===== config.mk =====
export PLATFORM = sky130hd
export DESIGN_NAME = alu_addsub_sequencer
export DESIGN_NICKNAME = d
export VERILOG_FILES = /design/src/rtl/alu_addsub_sequencer.sv
export SDC_FILE = /design/constraint.sdc
export NUM_CORES = 1
export LEC_CHECK = 0
export ABC_CLOCK_PERIOD_IN_PS = 6000
export CELL_PAD_IN_SITES_DETAIL_PLACEMENT = 1
export CELL_PAD_IN_SITES_GLOBAL_PLACEMENT = 1
export CORE_UTILIZATION = 36
export CTS_CLUSTER_DIAMETER = 30
export DETAILED_ROUTE_END_ITERATION = 10
export PLACE_DENSITY_LB_ADDON = 0.1
export SYNTH_ARGS = -nofsm -noshare
export SYNTH_HDL_FRONTEND = slang
export SYNTH_SLANG_ARGS = --single-unit
export TNS_END_PERCENT = 100

===== constraint.sdc =====
create_clock -name clk -period 6 [get_ports clk]
set_clock_uncertainty 0.2 [all_clocks]
set_input_delay 1.2 -clock clk [delete_from_list [all_inputs] [get_ports clk]]
set_output_delay 1.2 -clock clk [all_outputs]
set_load 0.02 [all_outputs]

===== src/rtl/alu_addsub_sequencer.sv =====
// Command sequencer and result stage around an external ripple adder/subtractor; ADD/SUB take one adder pass, ADC/SBC may take two.
// Result valid one or two cycles after accept; holds result and cmd_ready=0 while res_ready is low.
module alu_addsub_sequencer #(
  parameter int WIDTH = 8
) (
  input  logic             clk,
  input  logic             rst,
  input  logic             cmd_valid,
  output logic             cmd_ready,
  input  logic [1:0]       cmd_op,
  input  logic [WIDTH-1:0] cmd_a,
  input  logic [WIDTH-1:0] cmd_b,
  output logic [WIDTH-1:0] as_a,
  output logic [WIDTH-1:0] as_b,
  output logic             as_c_in,
  input  logic [WIDTH-1:0] as_sum,
  input  logic             as_c_out,
  output logic             res_valid,
  input  logic             res_ready,
  output logic [WIDTH-1:0] res_sum,
  output logic             res_c,
  output logic             res_v,
  output logic             res_z,
  output logic             res_n,
  output logic             carry_flag
);

  typedef enum logic [1:0] {
    S_IDLE  = 2'd0,
    S_PASS1 = 2'd1,
    S_PASS2 = 2'd2,
    S_DONE  = 2'd3
  } state_t;

  localparam logic [1:0] OP_ADD = 2'b00;
  localparam logic [1:0] OP_SUB = 2'b01;
  localparam logic [1:0] OP_ADC = 2'b10;
  localparam logic [1:0] OP_SBC = 2'b11;

  typedef struct packed {
    logic [1:0]       op;
    logic [WIDTH-1:0] a;
    logic [WIDTH-1:0] b;
  } cmd_t;

  typedef struct packed {
    logic [WIDTH-1:0] sum;
    logic             c;
    logic             v;
    logic             z;
    logic             n;
  } res_t;

  state_t           state_q, state_d;
  cmd_t             cmd_q, cmd_d;
  logic [WIDTH-1:0] sum1_q, sum1_d;
  logic             c1_q, c1_d;
  res_t             res_q, res_d;
  logic             carry_q, carry_d;

  logic             finish;
  logic [WIDTH-1:0] fin_sum;
  logic             fin_c;
  logic             need_pass2;
  logic             a_msb, b_msb, r_msb;

  always_comb begin
    state_d    = state_q;
    cmd_d      = cmd_q;
    sum1_d     = sum1_q;
    c1_d       = c1_q;
    res_d      = res_q;
    carry_d    = carry_q;
    as_a       = '0;
    as_b       = '0;
    as_c_in    = 1'b0;
    finish     = 1'b0;
    fin_sum    = as_sum;
    fin_c      = as_c_out;
    cmd_ready  = (state_q == S_IDLE) && !rst;
    // A second pass applies the stored carry: +1 for ADC with C set, -1 for SBC with borrow pending.
    need_pass2 = ((cmd_q.op == OP_ADC) && carry_q) || ((cmd_q.op == OP_SBC) && !carry_q);

    case (state_q)
      S_IDLE: begin
        if (cmd_valid && cmd_ready) begin
          cmd_d.op = cmd_op;
          cmd_d.a  = cmd_a;
          cmd_d.b  = cmd_b;
          state_d  = S_PASS1;
        end
      end
      S_PASS1: begin
        as_a    = cmd_q.a;
        as_b    = cmd_q.b;
        as_c_in = cmd_q.op[0];
        sum1_d  = as_sum;
        c1_d    = as_c_out;
        if (need_pass2) begin
          state_d = S_PASS2;
        end else begin
          finish  = 1'b1;
          state_d = S_DONE;
        end
      end
      S_PASS2: begin
        // c_in=1 inverts B: all-ones becomes +0 (+1 carry), one becomes -1.
        as_a    = sum1_q;
        as_b    = (cmd_q.op == OP_ADC) ? {WIDTH{1'b1}} : {{(WIDTH-1){1'b0}}, 1'b1};
        as_c_in = 1'b1;
        fin_c   = (cmd_q.op == OP_ADC) ? (c1_q | as_c_out) : (c1_q & as_c_out);
        finish  = 1'b1;
        state_d = S_DONE;
      end
      S_DONE: begin
        if (res_ready) begin
          state_d = S_IDLE;
        end
      end
      default: state_d = S_IDLE;
    endcase

    a_msb = cmd_q.a[WIDTH-1];
    b_msb = cmd_q.b[WIDTH-1];
    r_msb = fin_sum[WIDTH-1];

    if (finish) begin
      res_d.sum = fin_sum;
      res_d.c   = fin_c;
      res_d.z   = (fin_sum == '0);
      res_d.n   = r_msb;
      res_d.v   = (cmd_q.op[0] ? (a_msb != b_msb) : (a_msb == b_msb)) && (r_msb != a_msb);
      carry_d   = fin_c;
    end
  end

  always_ff @(posedge clk) begin
    if (rst) begin
      state_q <= S_IDLE;
      cmd_q   <= '0;
      sum1_q  <= '0;
      c1_q    <= 1'b0;
      res_q   <= '0;
      carry_q <= 1'b0;
    end else begin
      state_q <= state_d;
      cmd_q   <= cmd_d;
      sum1_q  <= sum1_d;
      c1_q    <= c1_d;
      res_q   <= res_d;
      carry_q <= carry_d;
    end
  end

  assign res_valid  = (state_q == S_DONE);
  assign res_sum    = res_q.sum;
  assign res_c      = res_q.c;
  assign res_v      = res_q.v;
  assign res_z      = res_q.z;
  assign res_n      = res_q.n;
  assign carry_flag = carry_q;

endmodule


==> results of run 1 <==
## registers in the layout, indices dropped and copies added (netlist names)
| name | flops |
|---|---|
| a_msb | 1 |
| b_msb | 1 |
| c1_q | 1 |
| carry_flag | 1 |
| cmd_q | 16 |
| res_sum | 8 |
| res_v | 1 |
| res_z | 1 |
| state_q | 2 |
| sum1_q | 8 |
## worst reg2reg max path: cells and delay by family (launching register included)
family / cells / cell delay [ns]
compound gates: 2 / 0.73
buf+inv: 1 / 0.10
simple gates: 1 / 0.05
flops: 1 / 0.39
mux: 1 / 0.26
fa+ha+maj: 1 / 0.63
## final cells by class
type                            instances  area, µm²
Clock buffer                            8       90.1
Fill cell                             655       2470
Tap cell                               70       87.6
Inverter                                3       11.3
Timing Repair Buffer                   64        636
Sequential cell                        40        801
Multi-Input combinational cell        159       1010
## metal layers
metal,part of all wire,wire length (µm),up-vias,track usage
li1,-,-,832,-
met1,0.47,2230,768,0.238
met2,0.48,2280,39,0.311
met3,0.045,216,4,0.0388
met4,0.0092,44,0,0.0503
met5,0,0,-,0
## cell usage after synthesis, drive strengths merged
cell type	instances	area [µm²]
dfxtp	40	801
nand2	26	97.6
nand2b	20	125
nor2	20	77.6
o21ai	20	100
mux2i	18	180
nor2b	13	81.3
buf	9	56.3
clkbuf	9	35.0
a22oi	8	60.1
a21boi	7	52.6
a21oi	6	30.0
ha	5	62.6
a211oi	4	35.0
inv	3	11.3
nor3b	2	15.0
nor4	2	12.5
a21o	1	7.51
a31oi	1	21.3
and2	1	6.26
nand3	1	5.00
or2	1	6.26
or2b	1	7.51
xnor2	1	8.76
xor2	1	16.3
## cell families (layout without fill, tap and decap cells)
logic type                 Yosys count  count (layout)  synth area share
AOI/OAI and AO/OA                   47              47             0.160
buffers and inverters               21              75            0.0537
adders and majority gates            5               5            0.0327
muxes                               18              18            0.0942
DFF                                 40              40             0.419
and+or+nand+nor                     87              87             0.227
xor gates and xnor gates             2               2            0.0131
## through the flow
stage | util | power (mW) | setup WS (ns)
after floorplan | - | 0.737 | 2.95
after global placement | 0.498 | 0.889 | 1.91
after detailed placement | 0.498 | 0.898 | 1.90
after CTS | 0.516 | 1.09 | 1.82
after global routing | 0.516 | 1.15 | 1.67
final | 0.516 | 1.07 | 1.89
## power by group through the flow
stage | registers, mW | clock network, mW | logic (mW)
3_3_place_gp | 0.387 | 0 | 0.502
5_1_grt | 0.395 | 0.199 | 0.554
2_1_floorplan | 0.403 | 0 | 0.334
4_1_cts | 0.384 | 0.191 | 0.511
6_report | 0.383 | 0.184 | 0.500
3_5_place_dp | 0.389 | 0 | 0.508
## final timing paths
kind | start | end | slack (ns) | cells past startpoint
max | state_q[0] | as_b[2] | 1.89 | 6
min | res_z | res_z | 0.28 | 2
max reg2reg | state_q[1] | res_sum[7] | 3.51 | 6
min reg2reg | res_z | res_z | 0.28 | 2
==> results.json, run 1 <==
{
  "report.final.slew_viol_count": 0,
  "tightest_slew_ns": 1.10,
  "seq_power_share": 0.359,
  "synth-seq-cells": 40,
  "synth_cell_types": 31,
  "mostFrequentLayoutCells": "clkdlybuf4s50_1, dfxtp_1, nand2_1",
  "wl_um": 4760,
  "dp_hpwl_um": 3240,
  "grt_max_degree": 44,
  "port-buffer-count": 62,
  "cts_inserted_buffers": 5,
  "place_congestion": 0.727,
  "synth_area_um2": 1910,
  "cp_top_family": "buffers and inverters",
  "avgSynthCellArea_um2": 8.69,
  "intPower_mw": 0.663,
  "clock_latency_ns": 0.29,
  "critPathRequiredTime_ns": 4.60,
  "period_share": 0.685,
  "ctsRootBufferMaster": "clkbuf_8",
  "drv_cap": 0,
  "grt_antenna_before_repair": 0,
  "fp-row-count": 26,
  "vias": 1643,
  "syn_to_final_growth_pct": 37.8,
  "worst_hold_slack_ns": 0.276,
  "grt_util_all_layers": 0.184,
  "final_cells": 344,
  "p_per_area_nw_per_um2": 405,
  "place_inst": 336,
  "final_cell_area_um2": 2630,
  "max_stage_delay_ns": 0.64,
  "drive_gt1_frac": 0.0474,
  "total_leakage_power_nw": 0.903,
  "drtIter0Drc": 55,
  "cts-htree-levels": 2,
  "cpMostUsedCell": "inv_1",
  "antenna_cells": 0,
  "switchingPower_mw": 0.404,
  "ys_seq_area_frac": 0.419,
  "syn_inst": 220,
  "drt-pass1-iter-count": 4,
  "fmax_mhz": 243,
  "yosys_warnings": 0,
  "worstSetupPathType": "register to primary output",
  "post-route-drc-count": 0,
  "post-cts-setup-buffers": 0,
  "setup_viol": 0,
  "wl_per_cell_um": 13.8,
  "synth_fp_nets": 256,
  "relSlewSlack": 0.265,
  "grt-ovfl-total": 0,
  "ir_drop_mv": 0.203,
  "comb_power_share": 0.468,
  "p_sw_frac": 0.379,
  "grt_pass1_vias": 1635,
  "dpl_cell_area_um2": 2540,
  "cts_tree": "yes",
  "rsz0062_at_grt": "no",
  "via_per_inst": 4.78,
  "nets": 309,
  "slowest_stage": "clkdlybuf4s50_1",
  "critPathCaptureType": "primary output",
  "p_clk_frac": 0.173,
  "path_clk_slew_ns": 0.08,
  "coreArea_um2": 5110,
  "final_common_cell": "clkdlybuf4s50_1",
  "status": "complete, no violations",
  "clk_path_buf_depth": 2,
  "hold_class": "register to register",
  "initial_core_util": 0.374,
  "critical_path_buf_inv_count": 3,
  "boundaryPins": 63,
  "die_h_um": 74.9,
  "hold_viol": 0,
  "grt_pass1_wl_um": 7700,
  "critical_path_arrival_ns": 2.71,
  "die_x_um": 74.9,
  "dieArea_um2": 5610,
  "cp_cell_sequence": "inv_1, ha_1, inv_1, or2_2, a21boi_0, clkdlybuf4s50_1",
  "period_minus_slack_ns": 4.11,
  "crit_path_max_fanout": 14,
  "cts_resized": 0,
  "clock-sinks": 40,
  "start_kind": "register",
  "ant_nets": 0,
  "cts_hold_buf": 0,
  "finalSetupTns_ns": 0
}
No activity file was read; power rests on OpenSTA's default activity.
==> run 2: changes to the inputs <==
--- a/config.mk
+++ b/config.mk
@@ -5,10 +5,10 @@
 export SDC_FILE = /design/constraint.sdc
 export NUM_CORES = 1
 export LEC_CHECK = 0
-export ABC_CLOCK_PERIOD_IN_PS = 6000
+export ABC_CLOCK_PERIOD_IN_PS = 4300
 export CELL_PAD_IN_SITES_DETAIL_PLACEMENT = 1
 export CELL_PAD_IN_SITES_GLOBAL_PLACEMENT = 1
-export CORE_UTILIZATION = 36
+export CORE_UTILIZATION = 33
 export CTS_CLUSTER_DIAMETER = 30
 export DETAILED_ROUTE_END_ITERATION = 10
 export PLACE_DENSITY_LB_ADDON = 0.1
==> constraint.sdc (replaced) <==
create_clock -name clk -period 4.3 [get_ports clk]
set_clock_uncertainty 0.2 [all_clocks]
set_input_delay 0.86 -clock clk [delete_from_list [all_inputs] [get_ports clk]]
set_output_delay 0.86 -clock clk [all_outputs]
set_load 0.02 [all_outputs]
==> results.json, run 2 (synthesis gave the netlist of run 1 again) <==
{
  "fmax_mhz": 271,
  "cts_hold_buf": 0,
  "path_clk_slew_ns": 0.07,
  "start_kind": "register",
  "largest_register_ffs": 16,
  "drive_gt1_frac": 0.0509,
  "seq_area_um2": 801,
  "worstSetupPathType": "register to primary output",
  "relSlewSlack": 0.574,
  "p_per_area_nw_per_um2": 569,
  "hold_class": "register to register",
  "die_x_um": 78.1,
  "switchingPower_mw": 0.576,
  "intPower_mw": 0.928,
  "wl_per_cell_um": 14.7,
  "total_leakage_power_nw": 0.908,
  "drv_cap": 0,
  "status": "complete, no violations",
  "comb_power_share": 0.471,
  "grt_pass1_wl_um": 8510,
  "p_clk_frac": 0.172,
  "period_share": 0.859,
  "rsz0062_at_grt": "no",
  "syn_to_final_growth_pct": 38.3,
  "report.final.slew_viol_count": 0,
  "ir_drop_mv": 0.263,
  "drt-pass1-iter-count": 4,
  "seq_power_share": 0.358,
  "hold_viol": 0,
  "tightest_slew_ns": 0.638,
  "grt-ovfl-total": 0,
  "multi_input_area_um2": 1010,
  "dp_hpwl_um": 3580,
  "die_h_um": 78.1,
  "coreArea_um2": 5540,
  "ctsRootBufferMaster": "clkbuf_8",
  "setup_viol": 0,
  "critPathCaptureType": "primary output",
  "cts_inserted_buffers": 5,
  "critPathRequiredTime_ns": 3.24,
  "nets": 310,
  "dieArea_um2": 6100,
  "final_common_cell": "clkdlybuf4s50_1",
  "grt_util_all_layers": 0.182,
  "r2r-start": "state_q[1]",
  "finalSetupTns_ns": 0,
  "wl_um": 5100,
  "port-buffer-count": 62,
  "p_sw_frac": 0.383,
  "antenna_cells": 0,
  "grt_pass1_vias": 1712,
  "clock-sinks": 40,
  "cts-htree-levels": 2,
  "fp-row-count": 27,
  "initial_core_util": 0.345,
  "worst_hold_slack_ns": 0.275,
  "cp-endpoint": "as_b[3]",
  "cts_tree": "yes",
  "grt_antenna_before_repair": 0,
  "post-cts-setup-buffers": 0,
  "num-fill-cells": 676,
  "setup.reg_to_reg.worst_slack_ns": 1.78,
  "top_register": "cmd_q",
  "clk_path_buf_depth": 2,
  "period_minus_slack_ns": 3.70,
  "place_congestion": 0.696,
  "reg2reg_to": "res_sum[1]",
  "ant_nets": 0,
  "drtIter0Drc": 63,
  "crit_path_max_fanout": 14,
  "crit_start": "state_q[0]",
  "via_per_inst": 4.79,
  "boundaryPins": 63,
  "vias": 1662,
  "mostFrequentLayoutCells": "clkdlybuf4s50_1, dfxtp_1, nand2_1",
  "post-route-drc-count": 0,
  "clock_latency_ns": 0.29,
  "critical_path_arrival_ns": 2.64,
  "grt_max_degree": 39,
  "cts_resized": 0,
  "reg2regPathDepth": 6
}
## run 2: changes by cell type in the layout (fill, tap and decap cells not counted)
cell / before / now
buf_4: 2 / 3
## run 2: critical path: stages (launching register included)
cell and delay, ns:
dfxtp_1 0.34, inv_1 0.11, ha_1 0.48, inv_1 0.18
or2_2 0.40, a21boi_0 0.19, clkdlybuf4s50_1 0.63
## run 2: worst min path at each step
| stage | from | endpoint | slack, ns | depth (start not counted) |
|---|---|---|---|---|
| 6_report | cmd_q[2] | cmd_q[2] | 0.28 | 2 |
| 5_1_grt | cmd_q[2] | cmd_q[2] | 0.31 | 2 |
| 4_1_cts | cmd_q[2] | cmd_q[2] | 0.28 | 2 |
| 3_5_place_dp | res_z | res_z | 0.27 | 2 |
| 3_3_place_gp | cmd_q[2] | cmd_q[2] | 0.26 | 2 |
| 2_1_floorplan | cmd_q[13] | cmd_q[13] | 0.25 | 2 |
## run 2: layout make-up
cell class                      instances  area share
Tap cell                               72      0.0341
Clock buffer                            8      0.0341
Multi-Input combinational cell        159       0.381
Sequential cell                        40       0.303
Inverter                                3     0.00426
Timing Repair Buffer                   65       0.243
## run 2: routing by layer
layer	global-route usage	wire length [µm]	vias up
li1	-	-	839
met1	0.220	2410	780
met2	0.314	2420	36
met3	0.0384	195	7
met4	0.0667	72	0
met5	0	0	-
## run 2: power by group through the flow
stage / combinational (mW) / sequential (mW) / clock (mW)
floorplan: 0.465 / 0.563 / 0
global placement: 0.704 / 0.544 / 0
detailed placement: 0.712 / 0.548 / 0
CTS: 0.718 / 0.541 / 0.266
global route: 0.779 / 0.553 / 0.282
finish: 0.708 / 0.538 / 0.258
## run 2: stage by stage
| step | setup slack (ns) | std cells | util | power, mW | cell area (µm²) |
|---|---|---|---|---|---|
| floorplan | 1.59 | 220 | - | 1.03 | 1910 |
| global placement | 0.969 | 339 | 0.461 | 1.25 | 2550 |
| detailed placement | 0.911 | 339 | 0.461 | 1.26 | 2550 |
| CTS | 0.573 | 347 | 0.477 | 1.52 | 2640 |
| global route | 0.346 | 347 | 0.477 | 1.61 | 2640 |
| finish | 0.605 | 347 | 0.477 | 1.50 | 2640 |
==> run 3: changes to the inputs <==
--- a/config.mk
+++ b/config.mk
@@ -8,6 +8,7 @@
 export ABC_CLOCK_PERIOD_IN_PS = 4300
 export CELL_PAD_IN_SITES_DETAIL_PLACEMENT = 1
 export CELL_PAD_IN_SITES_GLOBAL_PLACEMENT = 1
+export CORE_MARGIN = 3
 export CORE_UTILIZATION = 33
 export CTS_CLUSTER_DIAMETER = 30
 export DETAILED_ROUTE_END_ITERATION = 10
==> results.json, run 3 (synthesis gave the netlist of run 1 again) <==
{
  "crit_path_max_fanout": 14,
  "grt_util_all_layers": 0.166,
  "tightest_slew_ns": 0.624,
  "nets": 310,
  "antenna_cells": 0,
  "finalSetupTns_ns": 0,
  "wl_um": 5110,
  "cts-htree-levels": 2,
  "grt_pass1_vias": 1739,
  "drive_gt1_frac": 0.0509,
  "critPathCaptureType": "primary output",
  "grt_antenna_before_repair": 0,
  "dieArea_um2": 6740,
  "r2r-start": "state_q[1]",
  "drt-pass1-iter-count": 4,
  "place_ws_ns": 0.862,
  "post-cts-setup-buffers": 0,
  "cts_hold_buf": 0,
  "final_common_cell": "clkdlybuf4s50_1",
  "start_kind": "register",
  "total_leakage_power_nw": 0.908,
  "die_h_um": 82.1,
  "hold_class": "register to register",
  "boundaryPins": 63,
  "intPower_mw": 0.927,
  "worstSetupPathType": "register to primary output",
  "via_per_inst": 4.78,
  "fmax_mhz": 268,
  "path_clk_slew_ns": 0.07,
  "mostFrequentLayoutCells": "clkdlybuf4s50_1, dfxtp_1, nand2_1",
  "ctsRootBufferMaster": "clkbuf_8",
  "ir_drop_mv": 0.294,
  "clock_latency_ns": 0.29,
  "p_per_area_nw_per_um2": 567,
  "reg2regPathDepth": 7,
  "setup_viol": 0,
  "place_congestion": 0.682,
  "switchingPower_mw": 0.571,
  "p_clk_frac": 0.174,
  "hold_depth": 2,
  "period_minus_slack_ns": 3.73,
  "top_register": "cmd_q",
  "grt_max_degree": 43,
  "fp-row-count": 27,
  "status": "complete, no violations",
  "rsz0062_at_grt": "no",
  "relSlewSlack": 0.584,
  "reg2reg_to": "res_sum[0]",
  "clk_path_buf_depth": 2,
  "vias": 1657,
  "drtIter0Drc": 59,
  "comb_power_share": 0.468,
  "coreArea_um2": 5540,
  "syn_to_final_growth_pct": 38.3,
  "wl_per_cell_um": 14.7,
  "critPathRequiredTime_ns": 3.24,
  "port-buffer-count": 62,
  "initial_core_util": 0.345,
  "hold_viol": 0,
  "cts_tree": "yes",
  "critical_path_arrival_ns": 2.67,
  "die_x_um": 82.1,
  "period_share": 0.867,
  "clock-sinks": 40,
  "grt-ovfl-total": 0,
  "seq_power_share": 0.358,
  "worstHoldStart": "cmd_q[2]",
  "setup.reg_to_reg.worst_slack_ns": 1.79,
  "post-route-drc-count": 0,
  "hold_end": "cmd_q[2]",
  "drv_cap": 0,
  "grt_pass1_wl_um": 8400,
  "largest_register_ffs": 16,
  "p_sw_frac": 0.381,
  "report.final.slew_viol_count": 0,
  "cts_inserted_buffers": 5,
  "worst_slack_ns": 0.570,
  "ant_nets": 0,
  "cts_resized": 0,
  "dp_hpwl_um": 3550
}
-- run 3: how the worst max path moves through the flow --
stage	slack [ns]	cells after the start	startpoint	to
2_1_floorplan	1.59	6	state_q[0]	as_b[1]
3_3_place_gp	0.96	6	state_q[0]	as_b[6]
3_5_place_dp	0.86	6	state_q[0]	as_b[4]
4_1_cts	0.52	6	state_q[0]	as_b[4]
5_1_grt	0.41	6	state_q[0]	as_b[4]
6_report	0.57	6	state_q[0]	as_b[4]
-- run 3: cell type report --
cell class                      instances  area, µm²
Tap cell                               72       90.1
Timing Repair Buffer                   65        643
Inverter                                3       11.3
Multi-Input combinational cell        159       1010
Sequential cell                        40        801
Clock buffer                            8       90.1
Fill cell                             675       2900
-- run 3: power by group through the flow --
stage	Combinational [mW]	Clock (mW)	Sequential, mW
floorplan	0.465	0	0.563
global placement	0.705	0	0.543
detailed placement	0.709	0	0.544
CTS	0.714	0.271	0.537
global route	0.782	0.282	0.550
finish	0.702	0.261	0.536
-- run 3: routing by layer --
layer	wire (µm)	vias to the layer above	GRT usage	share of wire
li1	-	837	-	-
met1	2340	779	0.207	0.46
met2	2470	33	0.278	0.48
met3	230	8	0.0347	0.045
met4	76	0	0.0648	0.015
met5	0	-	0	0
-- run 3: worst max-delay path: stages (launching register included) --
cell and delay (ns):
dfxtp_1 0.34, inv_1 0.11, ha_1 0.49, inv_1 0.18
or2_2 0.40, a21boi_0 0.20, clkdlybuf4s50_1 0.65
-- run 3: metrics by stage --
step           instances  cell area (µm²)  utilization  total power, mW  hold WS [ns]
5_1_grt              347             2640        0.477             1.61         0.305
6_report             347             2640        0.477             1.50         0.281
3_3_place_gp         339             2550        0.461             1.25         0.261
4_1_cts              347             2640        0.477             1.52         0.281
3_5_place_dp         339             2550        0.461             1.25         0.268
2_1_floorplan        220             1910            -             1.03         0.249
